==> src/rtl/dmem_arbiter.sv <==
// dmem_arbiter: shares one single-port data memory between the CPU load/store
// port (single beats) and the FFT engine (bursts of up to MAX_BURST beats).
// Ties alternate round-robin between CPU beats and whole FFT bursts. A granted
// burst owns the memory until its last beat or until fft_req drops. Writes
// outside the memory are suppressed and latched into a sticky error flag.
module dmem_arbiter #(
  parameter int DATA_W    = 32,
  parameter int ADDR_W    = 32,
  parameter int IDX_W     = 8,
  parameter int MAX_BURST = 8,
  parameter int LEN_W     = 4
) (
  input  logic              clk,
  input  logic              reset,
  input  logic              cpu_req,
  input  logic              cpu_we,
  input  logic [ADDR_W-1:0] cpu_addr,
  input  logic [DATA_W-1:0] cpu_wdata,
  output logic              cpu_gnt,
  output logic [DATA_W-1:0] cpu_rdata,
  input  logic              fft_req,
  input  logic              fft_we,
  input  logic [ADDR_W-1:0] fft_addr,
  input  logic [DATA_W-1:0] fft_wdata,
  input  logic [LEN_W-1:0]  fft_len,
  output logic              fft_gnt,
  output logic              fft_last,
  output logic [DATA_W-1:0] fft_rdata,
  output logic              mem_we,
  output logic [ADDR_W-1:0] mem_addr,
  output logic [DATA_W-1:0] mem_wdata,
  input  logic [DATA_W-1:0] mem_rdata,
  output logic              busy,
  output logic              err_oor
);

  localparam int BL_W = $clog2(MAX_BURST + 1);

  typedef enum logic {
    OWN_CPU = 1'b0,
    OWN_FFT = 1'b1
  } owner_t;

  // An address is out of range when any bit above the word index is set;
  // the two byte-offset bits are ignored.
  function automatic logic is_oor(input logic [ADDR_W-1:0] addr);
    return |addr[ADDR_W-1:IDX_W+2];
  endfunction

  logic              burst_active_r;
  logic [BL_W-1:0]   beats_left_r;
  owner_t            last_owner_r;
  logic              err_oor_r;

  logic [31:0]       len_ext_s;
  logic [BL_W-1:0]   eff_len_s;
  logic              first_beat_s;
  logic              burst_beat_s;
  logic              abandon_s;
  logic              req_we_s;
  logic              oor_write_s;

  assign len_ext_s = 32'(fft_len);

  // Clamp the requested burst length into 1 .. MAX_BURST.
  always_comb begin
    eff_len_s = BL_W'(1);
    if (len_ext_s == 32'd0) begin
      eff_len_s = BL_W'(1);
    end else if (len_ext_s > 32'(MAX_BURST)) begin
      eff_len_s = BL_W'(MAX_BURST);
    end else begin
      eff_len_s = BL_W'(len_ext_s);
    end
  end

  // Zero-latency grant: an active burst keeps the memory, otherwise the FFT
  // wins only when the CPU is idle or was the most recent owner.
  always_comb begin
    fft_gnt  = 1'b0;
    cpu_gnt  = 1'b0;
    fft_last = 1'b0;
    if (reset) begin
      fft_gnt  = 1'b0;
      cpu_gnt  = 1'b0;
      fft_last = 1'b0;
    end else begin
      fft_gnt  = fft_req & (burst_active_r | ~cpu_req | (last_owner_r == OWN_CPU));
      cpu_gnt  = cpu_req & ~fft_gnt;
      fft_last = fft_gnt & ((~burst_active_r & (eff_len_s == BL_W'(1))) |
                            (burst_active_r & (beats_left_r == BL_W'(1))));
    end
  end

  assign first_beat_s = fft_gnt & ~burst_active_r;
  assign burst_beat_s = fft_gnt & burst_active_r;
  assign abandon_s    = burst_active_r & ~fft_req;

  // Route the granted requester onto the memory bus; idle bus drives zeros.
  always_comb begin
    mem_addr  = {ADDR_W{1'b0}};
    mem_wdata = {DATA_W{1'b0}};
    req_we_s  = 1'b0;
    if (fft_gnt) begin
      mem_addr  = fft_addr;
      mem_wdata = fft_wdata;
      req_we_s  = fft_we;
    end else if (cpu_gnt) begin
      mem_addr  = cpu_addr;
      mem_wdata = cpu_wdata;
      req_we_s  = cpu_we;
    end else begin
      mem_addr  = {ADDR_W{1'b0}};
      mem_wdata = {DATA_W{1'b0}};
      req_we_s  = 1'b0;
    end
  end

  assign oor_write_s = req_we_s & is_oor(mem_addr);
  assign mem_we      = req_we_s & ~is_oor(mem_addr);
  assign cpu_rdata   = mem_rdata;
  assign fft_rdata   = mem_rdata;
  assign busy        = burst_active_r;
  assign err_oor     = err_oor_r;

  // Burst tracking, round-robin owner history and sticky range error.
  always_ff @(posedge clk or posedge reset) begin
    if (reset) begin
      burst_active_r <= 1'b0;
      beats_left_r   <= {BL_W{1'b0}};
      last_owner_r   <= OWN_FFT;
      err_oor_r      <= 1'b0;
    end else begin
      if (first_beat_s) begin
        last_owner_r <= OWN_FFT;
        if (eff_len_s > BL_W'(1)) begin
          burst_active_r <= 1'b1;
          beats_left_r   <= eff_len_s - BL_W'(1);
        end else begin
          burst_active_r <= 1'b0;
          beats_left_r   <= {BL_W{1'b0}};
        end
      end else if (burst_beat_s) begin
        beats_left_r <= beats_left_r - BL_W'(1);
        if (beats_left_r == BL_W'(1)) begin
          burst_active_r <= 1'b0;
        end else begin
          burst_active_r <= 1'b1;
        end
      end else if (abandon_s) begin
        burst_active_r <= 1'b0;
        beats_left_r   <= {BL_W{1'b0}};
        last_owner_r   <= OWN_FFT;
      end else begin
        burst_active_r <= burst_active_r;
        beats_left_r   <= beats_left_r;
      end
      // A CPU beat in the same cycle as an abandon still counts as the most
      // recent service, so the FFT wins the next tie.
      if (cpu_gnt) begin
        last_owner_r <= OWN_CPU;
      end else begin
        last_owner_r <= last_owner_r;
        if (first_beat_s | abandon_s) begin
          last_owner_r <= OWN_FFT;
        end else begin
          last_owner_r <= last_owner_r;
        end
      end
      if (oor_write_s) begin
        err_oor_r <= 1'b1;
      end else begin
        err_oor_r <= err_oor_r;
      end
    end
  end

endmodule

==> config.mk <==
export PLATFORM = sky130hd
export DESIGN_NAME = dmem_arbiter
export DESIGN_NICKNAME = d
export VERILOG_FILES = /design/src/rtl/dmem_arbiter.sv
export SDC_FILE = /design/constraint.sdc
export NUM_CORES = 1
export LEC_CHECK = 0
export ABC_CLOCK_PERIOD_IN_PS = 1600
export CORE_AREA = 2 2 116 118
export DETAILED_ROUTE_END_ITERATION = 8
export DIE_AREA = 0 0 118 120
export PLACE_DENSITY_LB_ADDON = 0.12
export REMOVE_ABC_BUFFERS = 1
export SYNTH_ARGS = -nofsm -noshare
export SYNTH_HDL_FRONTEND = slang
export SYNTH_SLANG_ARGS = --single-unit
export TNS_END_PERCENT = 100
==> constraint.sdc <==
create_clock -name clk -period 1.6 [get_ports clk]
set_input_delay 0.16 -clock clk [delete_from_list [all_inputs] [get_ports clk]]
set_output_delay 0.16 -clock clk [all_outputs]
set_load 0.1 [all_outputs]
* After elaboration in Yosys (flattened, before gate mapping)
Cells that the tools add are included.
** Word-level totals
- Bits in registers :: 7
- Input bits :: 170
- Output and inout port bits :: 134
- Word-level logic and storage cells :: 56
** Cells by class
- $add $sub $neg :: 2
- $lt $le $gt $ge :: 2
- Equal/unequal tests :: 2
- Mux-type cells :: 22
- Bitwise gates (word level) :: 20
- Reduce and logical (&&, ||, !) cells :: 4
** Operators by type and width (count)
- two-way mux 32 bit :: 4
- zero test 32 bit :: 1
- two-way mux 4 bit :: 6
- OR reduction 22 bit :: 1
- two-way mux 1 bit :: 12
- bitwise AND 1 bit :: 10
- equality test 4 x 1 -> 1 bit, second input constant :: 2
- subtractor 4 x 1 -> 4 bit, second input constant :: 2
- inverter 1 bit :: 6
- greater-than comparator 4 x 1 -> 1 bit, second input constant :: 1
- greater-than comparator 4 bit, second input constant :: 1
- bitwise OR 1 bit :: 4
- nonzero test 3 bit :: 1
- nonzero test 2 bit :: 1

* Depth between registers and ports, before layout
Gate-level depths: netlist of the first run.
- Depth after elaboration :: 12
- Gate-level depth with buffers :: 9

* Least setup slack after synthesis of the first run
No wires, ideal clock.
- Path kind :: reg2out
- From :: reg burst_active_r (netlist: busy)
- To :: out mem_wdata[22]
- Data arrival time :: 2.682 ns
- Slack :: -1.242 ns
- Stages on the path, launching flop included :: 6
- Path buffers :: 1
- Path through :: dfrtp_1 -> nand3b_1 -> nand2_1 -> inv_2 -> buf_2 -> a22o_1
** On the way
- Elaborated cells on any way between the ends :: 9
** RTL lines
- start, declared :: RTL line 50 : logic burst_active_r;
- start signal, assigned :: RTL line 155 : burst_active_r <= burst_active_r;
- bitwise OR 1 bit (2 in series) :: RTL line 88 : fft_gnt = fft_req & (burst_active_r | ~cpu_req | (last_owner_r == OWN_CPU));
- bitwise AND 1 bit :: RTL line 88
- two-way mux 1 bit :: RTL line 83 : if (reset) begin
- named net fft_gnt :: RTL line 26 : output logic fft_gnt,
- two-way mux 32 bit :: RTL line 104 : if (fft_gnt) begin
- end, declared :: RTL line 31 : output logic [DATA_W-1:0] mem_wdata,
The timed path passes the listed nets, and every way through them passes these cells.

* Worst setup path in the final report of the first run
- From :: reg last_owner_r
- To :: out mem_wdata[28]
** On the way
- Word-level cells in the longest chain between the ends :: 8
- Elaborated cells on any way between the ends :: 9
** Ends and longest elaborated chain
- start, declared :: RTL line 52 : owner_t last_owner_r;
- start signal, assigned :: RTL line 163 : last_owner_r <= last_owner_r;
- start signal, assigned :: RTL line 167 : last_owner_r <= last_owner_r;
- inverter 1 bit * :: RTL line 88
- bitwise OR 1 bit * :: RTL line 88
- bitwise AND 1 bit * :: RTL line 88
- inverter 1 bit :: RTL line 89 : cpu_gnt = cpu_req & ~fft_gnt;
- bitwise AND 1 bit :: RTL line 89
- two-way mux 1 bit :: RTL line 83
- two-way mux 32 bit :: RTL line 108 : end else if (cpu_gnt) begin
- two-way mux 32 bit * :: RTL line 104
Every way passes the cells marked *; elsewhere a longest branch is shown, timed or not.

==> results of run 1 <==
## final cells by class
class | count | area share [%]
Tap cell | 176 | 4.41
Timing Repair Buffer | 253 | 65.3
Clock buffer | 3 | 1.50
Clock inverter | 1 | 0.100
Sequential cell | 7 | 3.53
Timing Repair inverter | 1 | 0.125
Multi-Input combinational cell | 128 | 24.2
Inverter | 8 | 0.752
## registers in the layout, summed over array words and instances (netlist names)
signal        cells
beats_left_r      4
err_oor           1
busy              1
last_owner_r      1
## cells by family after synthesis
group,count (synthesis)
AOI/OAI and AO/OA,82
xor gates and xnor gates,1
adders and majority gates,4
buffers and inverters,87
DFF,7
and+or+nand+nor,41
## worst max-delay path, cell delays in order, from the launching register on
cell and delay (ns):
sky130_fd_sc_hd__dfstp_2 0.53, sky130_fd_sc_hd__nand3b_1 0.14, sky130_fd_sc_hd__nand2_4 0.16, sky130_fd_sc_hd__inv_8 0.07
sky130_fd_sc_hd__buf_12 0.12, sky130_fd_sc_hd__buf_12 0.12, sky130_fd_sc_hd__a22o_4 0.23, sky130_fd_sc_hd__buf_12 0.17
## metal layers
layer	vias up	track usage [%]	wire length [µm]	part of all wire (%)
li1	1137	-	-	-
met1	1128	16.4	4240	37
met2	188	24.0	5210	46
met5	-	4.04	25	0.22
met4	2	1.13	33	0.29
met3	6	11.6	1830	16
## where the power goes
group	internal, mW	switching [mW]	leakage, nW
sequential	0.225	0.0425	0.0834
clock	0.329	0.103	0.0409
combinational	1.28	1.73	1.96
## path summary, 6_finish.rpt
path                                                    end  depth (start not counted)
worst max register to register          err_oor$_DFFE_PP0P_                          8
worst max-delay path                          mem_wdata[28]                          7
min in group clk                              fft_rdata[18]                          0
worst min-delay path            beats_left_r[2]$_DFFE_PP0P_                          2
worst min register to register     last_owner_r$_DFFE_PP1P_                          2
max in group asynchronous          last_owner_r$_DFFE_PP1P_                          2
## Yosys cell counts, types with 2 or more instances
cell type,number,area [µm²]
sky130_fd_sc_hd__nor4_1,9,56.3
sky130_fd_sc_hd__a21oi_1,3,15.0
sky130_fd_sc_hd__nand2b_1,4,25.0
sky130_fd_sc_hd__buf_2,9,45.0
sky130_fd_sc_hd__a22o_1,63,552
sky130_fd_sc_hd__o221ai_1,2,17.5
sky130_fd_sc_hd__o211ai_1,2,15.0
sky130_fd_sc_hd__o21ai_0,4,20.0
sky130_fd_sc_hd__nand2_1,8,30.0
sky130_fd_sc_hd__ha_1,4,50.1
sky130_fd_sc_hd__dfrtp_1,6,150
sky130_fd_sc_hd__nor2_1,7,26.3
sky130_fd_sc_hd__clkbuf_1,4,15.0
sky130_fd_sc_hd__inv_1,7,26.3
sky130_fd_sc_hd__nand4_1,2,12.5
sky130_fd_sc_hd__nor3_1,2,10.0
sky130_fd_sc_hd__buf_4,64,480
sky130_fd_sc_hd__buf_6,2,22.5
## per-stage QoR
step / utilization (%) / cells / setup WS [ns] / setup TNS, ns / hold slack (ns)
floorplan: - / 143 / -3.17 / -199.73 / -0.0373
global placement: 35.0 / 563 / -0.523 / -18.78 / 0.321
detailed placement: 35.0 / 563 / -0.521 / -19.15 / 0.321
CTS: 37.8 / 578 / -0.369 / -21.80 / 0.240
global route: 38.5 / 577 / -0.416 / -24.68 / 0.272
finish: 38.5 / 577 / -0.351 / -19.81 / 0.228
## repair_timing
| item | 4_1_cts | 5_1_grt |
|---|---|---|
| endpoints found under the hold margin | 0 | 0 |
| resized for setup | 53 | 16 |
| setup buffers | 8 | 0 |
| pin swaps | 23 | 12 |
| endpoints found under the setup margin | 73 | 73 |
| hold buffers | 0 | 0 |
| gates cloned | 4 | 0 |
==> results.ini, run 1 <==
[synth]
synthXorXnorAreaFrac_pct = 0.501
synth_compound_area_share_pct = 39.4
synth_simple_gate_area_share_pct = 13.2
synth_enable_flop_cells = 0
synth_top_family_by_area = compound AO/OA/AOI/OAI gates
post_synth.cell_area_avg_um2 = 7.87
postSynth.asyncResetShare_pct = 100
syn-cell-area_um2 = 1750
synth.ff_latch_count = 7
yosysUniqueCellTypes = 38
post_synthesis_adder_cell_area_fraction_pct = 2.86
synth-main-ff-cell = sky130_fd_sc_hd__dfrtp_1
seq_area_frac_synth_pct = 10.1
ys.warnings.count = 0
post_synth_mux_area_share_pct = 0
synth_cells = 222

[clock_tree]
clock_tree_from_tritoncts = built
cts-root-to-sink-buffers = 2
clock_tree.htree_level_count = 1
worst_setup_hold_path_clk_slew_ns = 0.04
clock_tree_root_buffer_cell = sky130_fd_sc_hd__clkbuf_16
clock_insertion_delay_worst_skew_ns = 0.23
clock-sinks = 7
cts_inserted_buffers = 3

[cells_and_area]
flow.area_growth_from_synthesis_pct = 186
most-common-layout-cells = 115 x sky130_fd_sc_hd__clkdlybuf4s50_1, 77 x sky130_fd_sc_hd__buf_12, 51 x sky130_fd_sc_hd__a22o_1
multiInputGateArea_um2 = 1210
insertedDiodeCount = 0
final_layout_size_suffix_gt1_share_pct = 38.7
layout.filler_cells = 1307
design_area_um2 = 4990
area.sequential_um2 = 176
final_nets = 576
layout.cells.most_common = sky130_fd_sc_hd__clkdlybuf4s50_1

[run_status]
status = finished with violations
failing_checks = setup timing

[timing]
final.period_utilization_pct = 122
timing_worst_slew_pin_value_ns = 0.348
finClkSkew_ns = 0.000371
setup_viols_final = 68
slew_headroom_pct = 76.6
max_freq_ghz = 0.513
rsz0062_at_grt = true
timing_hold_violations_final = 0
period_minus_slack_ns = 1.95
layout_setup_ws_ns = -0.351
slew_violations = 0

[critical_path]
critical_path_arrival_ns = 1.79
reg2reg_slack_ns = 0.06
setup.worst_path.start = last_owner_r$_DFFE_PP1P_
timing.setup.critical_path_class = reg2out
startpoint_type = flop
end_kind = output port
timing.critical_path.fanout_max = 5
rr_startpoint = last_owner_r$_DFFE_PP1P_
worst_ep_required_time_ns = 1.44

[floorplan]
fp.dieW_um = 118
core_footprint_um2 = 13000
initial_utilization_pct = 13.5
placement_rows = 42
die_y_um = 120
dieArea_um2 = 14200
io-pin-count = 304

[detailed_routing]
avgViaCountPerCell = 4.27
drtIter0Drc = 100
drt-total-wl_um = 11300
post-route-drc-count = 0
number_of_iterations_in_the_first_detailed_routing_pass = 4
wl_per_cell_um = 19.6
detail-route-antenna-nets = 0
route.vias.total = 2461

[run]
maxCapViolCount = 0

[pwr]
ir_drop_uv = 309
post-layout-total-power_mw = 3.71
power_per_cell_area_nw_per_um2 = 744
static-leakage-power_nw = 2.08

[global_route]
grt_antenna_before_repair = 0
grt_util_all_layers_pct = 15.1
first_global_vias = 2592
pin_count_of_the_biggest_net_entering_global_routing = 19
wire_length_of_the_first_global_routing_pass_um = 16100
grt_overflow = 0

[placed_design]
dp_hpwl_um = 9410
io_buffers = 207
placement.cell_area_um2 = 4540
globalplace.congestion = 0.718

[min_path]
worstHoldPathType = in2async

No activity file was read; power rests on OpenSTA's default activity.
==> run 2, diff against run 1 <==
==> config.mk (replaced) <==
export PLATFORM = sky130hd
export DESIGN_NAME = dmem_arbiter
export DESIGN_NICKNAME = d
export VERILOG_FILES = /design/src/rtl/dmem_arbiter.sv
export SDC_FILE = /design/constraint.sdc
export NUM_CORES = 1
export LEC_CHECK = 0
export ABC_CLOCK_PERIOD_IN_PS = 2300
export CORE_AREA = 2 2 117 119
export DETAILED_ROUTE_END_ITERATION = 8
export DIE_AREA = 0 0 119 121
export REMOVE_ABC_BUFFERS = 1
export SLEW_MARGIN = 30
export SYNTH_ARGS = -nofsm -noshare
export SYNTH_HDL_FRONTEND = slang
export SYNTH_SLANG_ARGS = --single-unit
export TNS_END_PERCENT = 100
==> constraint.sdc (replaced) <==
create_clock -name clk -period 2.3 [get_ports clk]
set_input_delay 0.23 -clock clk [delete_from_list [all_inputs] [get_ports clk]]
set_output_delay 0.23 -clock clk [all_outputs]
set_load 0.1 [all_outputs]
==> run 2 against run 1 <==
Compared with the run above:
- the flow now finishes without violations
- clock-buffer cell count stayed put
- critical path depth shrank 2
- largest power group unchanged
- cell area shrank 12%
- cell count fell by 6.1%
- worst setup slack better by 0.42 ns
- total power shrank 35%
- highest routed layer unchanged
==> results.ini, run 2 (synthesis results as in run 1) <==
[run_status]
status = finished clean

[cells_and_area]
flow.area_growth_from_synthesis_pct = 152
most-common-layout-cells = 137 x sky130_fd_sc_hd__clkdlybuf4s50_1, 72 x sky130_fd_sc_hd__buf_12, 63 x sky130_fd_sc_hd__a22o_1
layout.filler_cells = 1341  ; +2.6%
finish.cell_count_without_fillers = 542  ; -6.1%
layout.cells.most_common = sky130_fd_sc_hd__clkdlybuf4s50_1
final_nets = 541  ; -6.1%
largest_register_ffs = 4  ; unchanged
final_layout_size_suffix_gt1_share_pct = 26.0  ; -13 points
largest-register = beats_left_r
insertedDiodeCount = 0  ; unchanged
design_area_um2 = 4400  ; -12%

[global_route]
gr-usage-met3_pct = 10.1  ; -1.6 points
grt_use_met2_pct = 21.3  ; -2.7 points
wire_length_of_the_first_global_routing_pass_um = 15100  ; -6.5%
pin_count_of_the_biggest_net_entering_global_routing = 39  ; +20
grt_overflow = 0  ; unchanged
grt_antenna_before_repair = 0  ; unchanged
first_global_vias = 2493  ; -3.8%
grt.busiest_layer = met2
gr-usage-met1_pct = 16.1  ; -0.37 points
grt_util_all_layers_pct = 13.9  ; -1.2 points

[run]
maxCapViolCount = 0  ; unchanged

[detailed_routing]
wl_per_cell_um = 19.7  ; +0.48%
drt-total-wl_um = 10700  ; -5.6%
detail-route-antenna-nets = 0  ; unchanged
drtIter0Drc = 106  ; +6.0%
avgViaCountPerCell = 4.33  ; +1.6%
post-route-drc-count = 0  ; unchanged
route.vias.total = 2348  ; -4.6%
number_of_iterations_in_the_first_detailed_routing_pass = 4  ; unchanged

[timing]
slew_violations = 0  ; unchanged
finClkSkew_ns = 0.000408  ; +0.0000372 ns
final.period_utilization_pct = 96.9
timing_hold_violations_final = 0  ; unchanged
setup_viols_final = 0  ; -100%
whs_ns = 0.296  ; +0.0684 ns
period_minus_slack_ns = 2.23
timing_worst_slew_pin_value_ns = 0.424  ; +0.0758 ns
slew_headroom_pct = 71.5  ; -5.1 points
max_freq_ghz = 0.449

[critical_path]
rr_worst_depth = 6  ; -2
critical_path_arrival_ns = 2.00  ; +0.21 ns
worst_ep_required_time_ns = 2.07  ; +0.63 ns
end_kind = output port
timing.critical_path.fanout_max = 2  ; -3
startpoint_type = input port
timing.setup.critical_path_class = in2out
reg2reg_slack_ns = 0.82  ; +0.76 ns
crit-reg2reg-capture = err_oor$_DFFE_PP0P_
rr_startpoint = last_owner_r$_DFFE_PP1P_

[pwr]
static-leakage-power_nw = 1.73  ; -17%
ir_drop_uv = 274  ; -11%
power_per_cell_area_nw_per_um2 = 549  ; -26%

[floorplan]
initial_utilization_pct = 13.4  ; -0.11 points
placement_rows = 42  ; unchanged
fp.dieW_um = 119  ; +0.85%
dieArea_um2 = 14400  ; +1.7%
core_footprint_um2 = 13100  ; +0.81%
die_y_um = 121  ; +0.83%
io-pin-count = 304  ; unchanged

[clock_tree]
cts_inserted_buffers = 3  ; unchanged
cts-root-to-sink-buffers = 2  ; unchanged
cts_post_setup_buffers_inserted = 0  ; -8
holdBufCountCts = 0  ; unchanged
clock_tree.htree_level_count = 1  ; unchanged
post_cts.resized_instances = 0  ; -100%
clock_tree_root_buffer_cell = sky130_fd_sc_hd__clkbuf_16
worst_setup_hold_path_clk_slew_ns = 0.04  ; about the same
clock_tree_from_tritoncts = built
clock-sinks = 7  ; unchanged
clock_insertion_delay_worst_skew_ns = 0.23  ; about the same

[placed_design]
dp_hpwl_um = 9420  ; +0.20%
globalplace.congestion = 0.787  ; +9.7%
io_buffers = 207  ; unchanged
placement.cell_area_um2 = 4300  ; -5.2%
post-place-cells = 538  ; -4.4%

[min_path]
worstHoldPathType = in2async

-- run 2: cell types whose count changed in the layout (fill, tap and decap cells not counted), sizes merged --
cell           delta
inv               -1
dlymetal6s2s      -2
clkdlybuf4s50    +22
clkdlybuf4s15     -1
dlygate4sd2      -19
buf              -34
-- run 2: worst max-delay path: stages --
cell	delay (ns)
sky130_fd_sc_hd__clkdlybuf4s50_1	0.43
sky130_fd_sc_hd__or4_4	0.56
sky130_fd_sc_hd__o41ai_2	0.33
sky130_fd_sc_hd__and3b_1	0.26
sky130_fd_sc_hd__buf_12	0.18
-- run 2: final cells by class --
type	count	area, µm²	area share [%]
inverter	8	30.0	0.683
sequential	7	176	4.01
clock buffer	3	75.1	1.71
multi-input combinational	128	1000	22.8
tap	176	220	5.01
timing repair buffer	219	2890	65.6
clock inverter	1	5.00	0.114
-- run 2: worst max path at each step --
| stage | from | end | slack (ns) |
|---|---|---|---|
| 4_1_cts | fft_addr[23] | mem_we | 0.07 |
| 3_5_place_dp | fft_addr[23] | mem_we | 0.07 |
| 6_report | fft_addr[23] | mem_we | 0.07 |
| 5_1_grt | fft_len[2] | fft_last | -0.009 |
| 2_1_floorplan | busy$_DFFE_PP0P_ | mem_we | -2.54 |
| 3_3_place_gp | fft_addr[23] | mem_we | 0.09 |
-- run 2: metrics by stage --
step	utilization (%)	worst slack, ns	TNS, ns	total power, mW
after floorplan	-	-2.54	-153.32	1.26
after global placement	32.9	0.0937	0	2.11
after detailed placement	32.9	0.0702	0	2.13
after CTS	33.5	0.0702	0	2.43
after global routing	33.6	-0.00904	-0.00904	2.50
final	33.6	0.0706	0	2.41
-- run 2: per-layer routing --
metal | wire length [µm] | share of wire [%]
met1 | 4270 | 40
met2 | 4790 | 45
met3 | 1550 | 14
met4 | 34 | 0.32
met5 | 58 | 0.54
-- run 2: power breakdown --
group | leakage [nW] | internal, mW | total (mW) | switching [mW]
sequential | 0.0834 | 0.157 | 0.188 | 0.0307
clock | 0.0409 | 0.228 | 0.297 | 0.0691
combinational | 1.61 | 0.783 | 1.93 | 1.15
